## src/rtl/us_arp_tx.sv

```systemverilog
// us_arp_tx: ARP request/reply frame generator feeding the MAC TX arbiter.
// A whole 60-byte frame is built into a register at capture time and then
// streamed as 8 x 64-bit AXI-Stream beats (last beat carries 4 bytes).
module us_arp_tx #(
    parameter int DROP_CNT_W = 16
) (
    input  logic                  clk,
    input  logic                  rstn,
    input  logic [47:0]           local_mac_addr,
    input  logic [31:0]           local_ip_addr,
    input  logic [31:0]           dst_ip_addr,
    input  logic                  arp_request_req,
    output logic                  arp_request_ack,
    input  logic                  reply_req,
    input  logic [47:0]           reply_mac_addr,
    input  logic [31:0]           reply_ip_addr,
    output logic [63:0]           m_axis_tdata,
    output logic [7:0]            m_axis_tkeep,
    output logic                  m_axis_tvalid,
    output logic                  m_axis_tlast,
    input  logic                  m_axis_tready,
    output logic [DROP_CNT_W-1:0] reply_drop_cnt
);

    typedef enum logic {IDLE = 1'b0, SEND = 1'b1} state_t;

    state_t         state, state_nxt;
    logic [479:0]   frame;
    logic [511:0]   frame_ext;
    logic [2:0]     beat;
    logic           cap_reply, cap_req;

    logic           pend_vld;
    logic [47:0]    pend_mac;
    logic [31:0]    pend_ip;
    logic           drop;

    // Byte n of the frame lives in bits [8n+7:8n]; multi-byte fields are
    // written MSB first so they come out big-endian on the wire.
    function automatic logic [479:0] build_frame(
        input logic        is_reply,
        input logic [47:0] smac,
        input logic [31:0] sip,
        input logic [47:0] tmac,
        input logic [31:0] tip
    );
        logic [479:0] f;
        logic [47:0]  da;
        logic [47:0]  tha;
        logic [15:0]  oper;
        f    = '0;
        da   = is_reply ? tmac : 48'hFFFF_FFFF_FFFF;
        tha  = is_reply ? tmac : 48'h0;
        oper = is_reply ? 16'd2 : 16'd1;
        for (int i = 0; i < 6; i++) begin
            f[8*i      +: 8] = da[8*(5-i)   +: 8];
            f[8*(6+i)  +: 8] = smac[8*(5-i) +: 8];
            f[8*(22+i) +: 8] = smac[8*(5-i) +: 8];
            f[8*(32+i) +: 8] = tha[8*(5-i)  +: 8];
        end
        for (int i = 0; i < 4; i++) begin
            f[8*(28+i) +: 8] = sip[8*(3-i) +: 8];
            f[8*(38+i) +: 8] = tip[8*(3-i) +: 8];
        end
        f[8*12 +: 8] = 8'h08;
        f[8*13 +: 8] = 8'h06;
        f[8*14 +: 8] = 8'h00;
        f[8*15 +: 8] = 8'h01;
        f[8*16 +: 8] = 8'h08;
        f[8*17 +: 8] = 8'h00;
        f[8*18 +: 8] = 8'h06;
        f[8*19 +: 8] = 8'h04;
        f[8*20 +: 8] = oper[15:8];
        f[8*21 +: 8] = oper[7:0];
        return f;
    endfunction

    // Beat 7 reads past the 60-byte frame; the upper 4 bytes read as zero.
    assign frame_ext = {32'h0, frame};

    // A reply is dropped only if the entry stays occupied this cycle.
    assign drop = reply_req && pend_vld && !cap_reply;

    // Next-state, capture decisions and AXI-Stream outputs.
    always_comb begin
        state_nxt     = state;
        cap_reply     = 1'b0;
        cap_req       = 1'b0;
        m_axis_tvalid = 1'b0;
        m_axis_tlast  = 1'b0;
        m_axis_tkeep  = 8'h00;
        m_axis_tdata  = 64'h0;
        case (state)
            IDLE: begin
                if (pend_vld) begin
                    cap_reply = 1'b1;
                    state_nxt = SEND;
                end else if (arp_request_req) begin
                    cap_req   = 1'b1;
                    state_nxt = SEND;
                end
            end
            SEND: begin
                m_axis_tvalid = 1'b1;
                m_axis_tdata  = frame_ext[{beat, 6'b0} +: 64];
                m_axis_tkeep  = (beat == 3'd7) ? 8'h0F : 8'hFF;
                m_axis_tlast  = (beat == 3'd7);
                if (m_axis_tready && beat == 3'd7)
                    state_nxt = IDLE;
            end
            default: state_nxt = IDLE;
        endcase
    end

    // State register.
    always_ff @(posedge clk) begin
        if (!rstn) state <= IDLE;
        else       state <= state_nxt;
    end

    // Frame capture and beat counter; frame contents need no reset since
    // outputs are gated by state.
    always_ff @(posedge clk) begin
        if (!rstn) begin
            beat <= 3'd0;
        end else if (cap_reply || cap_req) begin
            beat <= 3'd0;
        end else if (state == SEND && m_axis_tready) begin
            beat <= beat + 3'd1;
        end
    end

    // Frame register loaded from the current inputs or the pending entry.
    always_ff @(posedge clk) begin
        if (cap_reply)
            frame <= build_frame(1'b1, local_mac_addr, local_ip_addr, pend_mac, pend_ip);
        else if (cap_req)
            frame <= build_frame(1'b0, local_mac_addr, local_ip_addr, 48'h0, dst_ip_addr);
    end

    // Ack pulses the cycle after a request is captured.
    always_ff @(posedge clk) begin
        if (!rstn) arp_request_ack <= 1'b0;
        else       arp_request_ack <= cap_req;
    end

    // Single-entry pending reply; a new reply may refill the slot in the
    // same cycle the old one is captured.
    always_ff @(posedge clk) begin
        if (!rstn) begin
            pend_vld <= 1'b0;
        end else if (reply_req && !drop) begin
            pend_vld <= 1'b1;
        end else if (cap_reply) begin
            pend_vld <= 1'b0;
        end
    end

    // Pending payload, only written when the slot accepts the reply.
    always_ff @(posedge clk) begin
        if (!rstn) begin
            pend_mac <= 48'h0;
            pend_ip  <= 32'h0;
        end else if (reply_req && !drop) begin
            pend_mac <= reply_mac_addr;
            pend_ip  <= reply_ip_addr;
        end
    end

    // Saturating dropped-reply counter.
    always_ff @(posedge clk) begin
        if (!rstn)
            reply_drop_cnt <= '0;
        else if (drop && reply_drop_cnt != {DROP_CNT_W{1'b1}})
            reply_drop_cnt <= reply_drop_cnt + DROP_CNT_W'(1);
    end

endmodule

```

## config.mk

```make
export PLATFORM = sky130hd
export DESIGN_NAME = us_arp_tx
export DESIGN_NICKNAME = d
export VERILOG_FILES = /design/src/rtl/us_arp_tx.sv
export SDC_FILE = /design/constraint.sdc
export NUM_CORES = 1
export LEC_CHECK = 0
export CORE_ASPECT_RATIO = 0.7
export CORE_MARGIN = 5
export CORE_UTILIZATION = 51
export CTS_CLUSTER_DIAMETER = 30
export DETAILED_ROUTE_END_ITERATION = 12
export PLACE_DENSITY = 0.79
export SYNTH_ARGS = -nofsm -noshare
export SYNTH_HDL_FRONTEND = slang
export SYNTH_SLANG_ARGS = --single-unit
```

## constraint.sdc

```tcl
create_clock -name clk -period 10.1 [get_ports clk]
set_input_delay 2.525 -clock clk [delete_from_list [all_inputs] [get_ports clk]]
set_output_delay 2.525 -clock clk [all_outputs]
set_load 0.02 [all_outputs]
```

==> reports/results.ini <==
[sta]
worst_pin_slew_ns=1.21
setup_viol_count_final=0
fin_setup_tns_ns=0
setup_ws_ns=3.99
finClkSkew_ns=0.0145
whs_ns=0.450
finalCritPeriodShare_pct=60.5
maxSlewHeadroom_pct=19.1
clock.fmax_ghz=0.164
rsz0062_at_grt=false
timing.final.crit_period_ns=6.11
drv_slew=0
finalHoldViolations=0

[drt]
routed_wl_mm=36.6
initialDrtViolationCount=715
vias_per_cell=5.44
vias=10309
dr_wl_met2_mm=16.9
wl_met1_mm=15.9
ant_nets=0
wl_per_cell_um=19.3
dr.pass1.iters=5
top_layer_used=met5
met3_length_mm=3.08
drc_errors=0

[cts]
cts_made_buffers=50
cts_sinks=312
cts_setup_buffers=0
cts.repair.resized=0
cts_tree=built
clkTransAtPathRegs_ns=0.05
cts_htree_levels=2
cts_hold_buf=0
worstSkewPairLatency_ns=0.54
clockRootBuffer=clkbuf_16
clockBufferDepth=3

[logic_synthesis]
synth_seq_cells=312
async_reset_ff_share_pct=0
synth_area_per_cell_um2=10.8
yosysSeqAreaShare_pct=61.7
synth-edff-count=208
syn_area_mm2=0.0135
synth_nets=1447
yosysUniqueCellTypes=47
synth_ff_type=edfxtp_1
syn_inst=1247
yosysWarnings=0

[placed_design]
dpl.cell_count=1801
post-place-ws_ns=4.58
gp_congestion=0.823
port_buffers=287
hpwl_mm=23.2

[finish]
drive_above_1_share_pct=11.5
fin_util_pct=70.5
area_growth_pct=35.0
layoutNonFillerInstCount=1895
nNetsFinal=1696

[die]
die_area_mm2=0.0299
initial_core_util_pct=52.2
num_io_pins=288
std_cell_rows=49
fp.dieW_um=204
core-area_mm2=0.0259
die_h_um=146

[critical_path]
cp_top_family=simple AND/OR/NAND/NOR gates
criticalPathCategory=flip-flop to output pin
cp.buffers_inverters=2
max_stage_delay_ns=1.08
rr_worst_depth=5
critPathArrivalTime_ns=3.58
r2r_start=state
end_kind=output pin
r2r_end=frame[0]
rrSetupSlack_ns=7.26
critPathLaunchType=flip-flop
path_cells=inv_1 > nor2_4 > nand2_1 > a21boi_0 > clkdlybuf4s50_1
slowest_stage=nor2_4
cp_data_required_time_ns=7.58
cp_max_fo=46

[global_route]
grt_pass1_vias=10099
grt_overflow_total=0
grt_pass1_wl_mm=56.2
grt_max_degree=211
antenna_found_initial=5
grt_use_total_pct=23.6

[hold_path]
hold_depth=2
hp-class=flip-flop to flip-flop
min_from=pend_mac[39]
min_to=pend_mac[39]

[run]
maxCapViolCount=0

[power]
irDropWorstVdd_mv=0.111
leakagePower_nw=6.72
p_per_area_mw_per_mm2=199

[outcome]
status=completed

-- synthesized netlist by cell type, drive strengths merged, types with 5 or more instances --
master,count,area (µm²)
a21boi,34,255
a21oi,106,531
a22o,44,385
a22oi,30,225
and2,148,926
buf,27,144
clkbuf,73,275
dfxtp,104,2080
edfxtp,208,6250
inv,7,26.3
mux2i,22,220
nand2,240,901
nand2b,5,31.3
nand3,9,50.1
nor2,11,43.8
nor2b,15,93.8
o21ai,35,175
o22ai,17,106
or2,65,407
-- per-layer routing --
| metal | GRT usage (%) | vias to the layer above |
|---|---|---|
| li1 | - | 4888 |
| met5 | 0 | - |
| met1 | 32.8 | 4956 |
| met4 | 5.96 | 10 |
| met3 | 6.03 | 67 |
| met2 | 37.5 | 388 |
-- state kept, by name, indices dropped and copies added, names as in the netlist --
| register | count |
|---|---|
| frame | 210 |
| pend_mac | 48 |
| pend_ip | 32 |
| reply_drop_cnt | 16 |
| beat | 3 |
| arp_request_ack | 1 |
| pend_vld | 1 |
| state | 1 |
-- how the worst max path moves through the flow --
stage | start | end | slack (ns) | cells after the start
after floorplan | arp_request_req | frame[248] | 0.76 | 4
after global placement | beat[2] | m_axis_tdata[56] | 4.64 | 5
after detailed placement | beat[2] | m_axis_tdata[56] | 4.58 | 5
after CTS | beat[2] | m_axis_tdata[56] | 4.00 | 5
after global routing | beat[2] | m_axis_tdata[63] | 3.73 | 5
final | beat[2] | m_axis_tdata[56] | 3.99 | 5
-- cell type report --
class                      instances  area [µm²]
multi-input combinational        828        4770
tap                              357         447
timing repair buffer             297        2960
clock inverter                    30         280
sequential                       312        8330
clock buffer                      63        1420
antenna                            1        2.50
inverter                           7        27.5
fill                            1900        7640
-- cells by family after synthesis --
group / share of synthesized area [%]
simple gates: 19.3
compound gates: 13.7
flops: 61.7
mux: 1.63
xor+xnor: 0.0649
fa+ha+maj: 0.278
buf+inv: 3.30
-- cells in the final DEF, fill, tap and decap left out, drive strengths merged, types with 4 or more instances in the layout --
cell / netlist / final
and2: 148 / 148
clkinv: 0 / 11
o221ai: 4 / 4
nor2b: 15 / 15
nand2: 240 / 240
a22oi: 30 / 30
inv: 7 / 18
clkbuf: 73 / 63
mux2i: 22 / 22
edfxtp: 208 / 208
a21boi: 34 / 34
o31ai: 4 / 4
buf: 27 / 10
or2: 65 / 65
clkinvlp: 0 / 6
dfxtp: 104 / 104
o21ai: 35 / 35
a22o: 44 / 44
clkdlybuf4s50: 0 / 287
o41ai: 4 / 4
nand2b: 5 / 5
nand3: 9 / 9
o22ai: 17 / 17
or3: 4 / 4
a21oi: 106 / 106
or4: 4 / 4
nor2: 11 / 11
-- per-stage QoR --
step	instance area [µm²]	total power, W
2_1_floorplan	13500	0.00178
4_1_cts	18200	0.00364
3_3_place_gp	16500	0.00195
6_report	18200	0.00362
5_1_grt	18200	0.00375
3_5_place_dp	16500	0.00196
-- report_power, final --
group	internal (W)	switching (W)
clock network	0.00106	0.000625
logic	0.000196	0.000206
registers	0.00149	0.0000399
-- tightest hold or removal path, cell delays in order, from the launching register on --
cell     delay [ns]
dfxtp_1        0.30
nand2_1        0.05
a21oi_1        0.05
No activity file was read; power rests on OpenSTA's default activity.
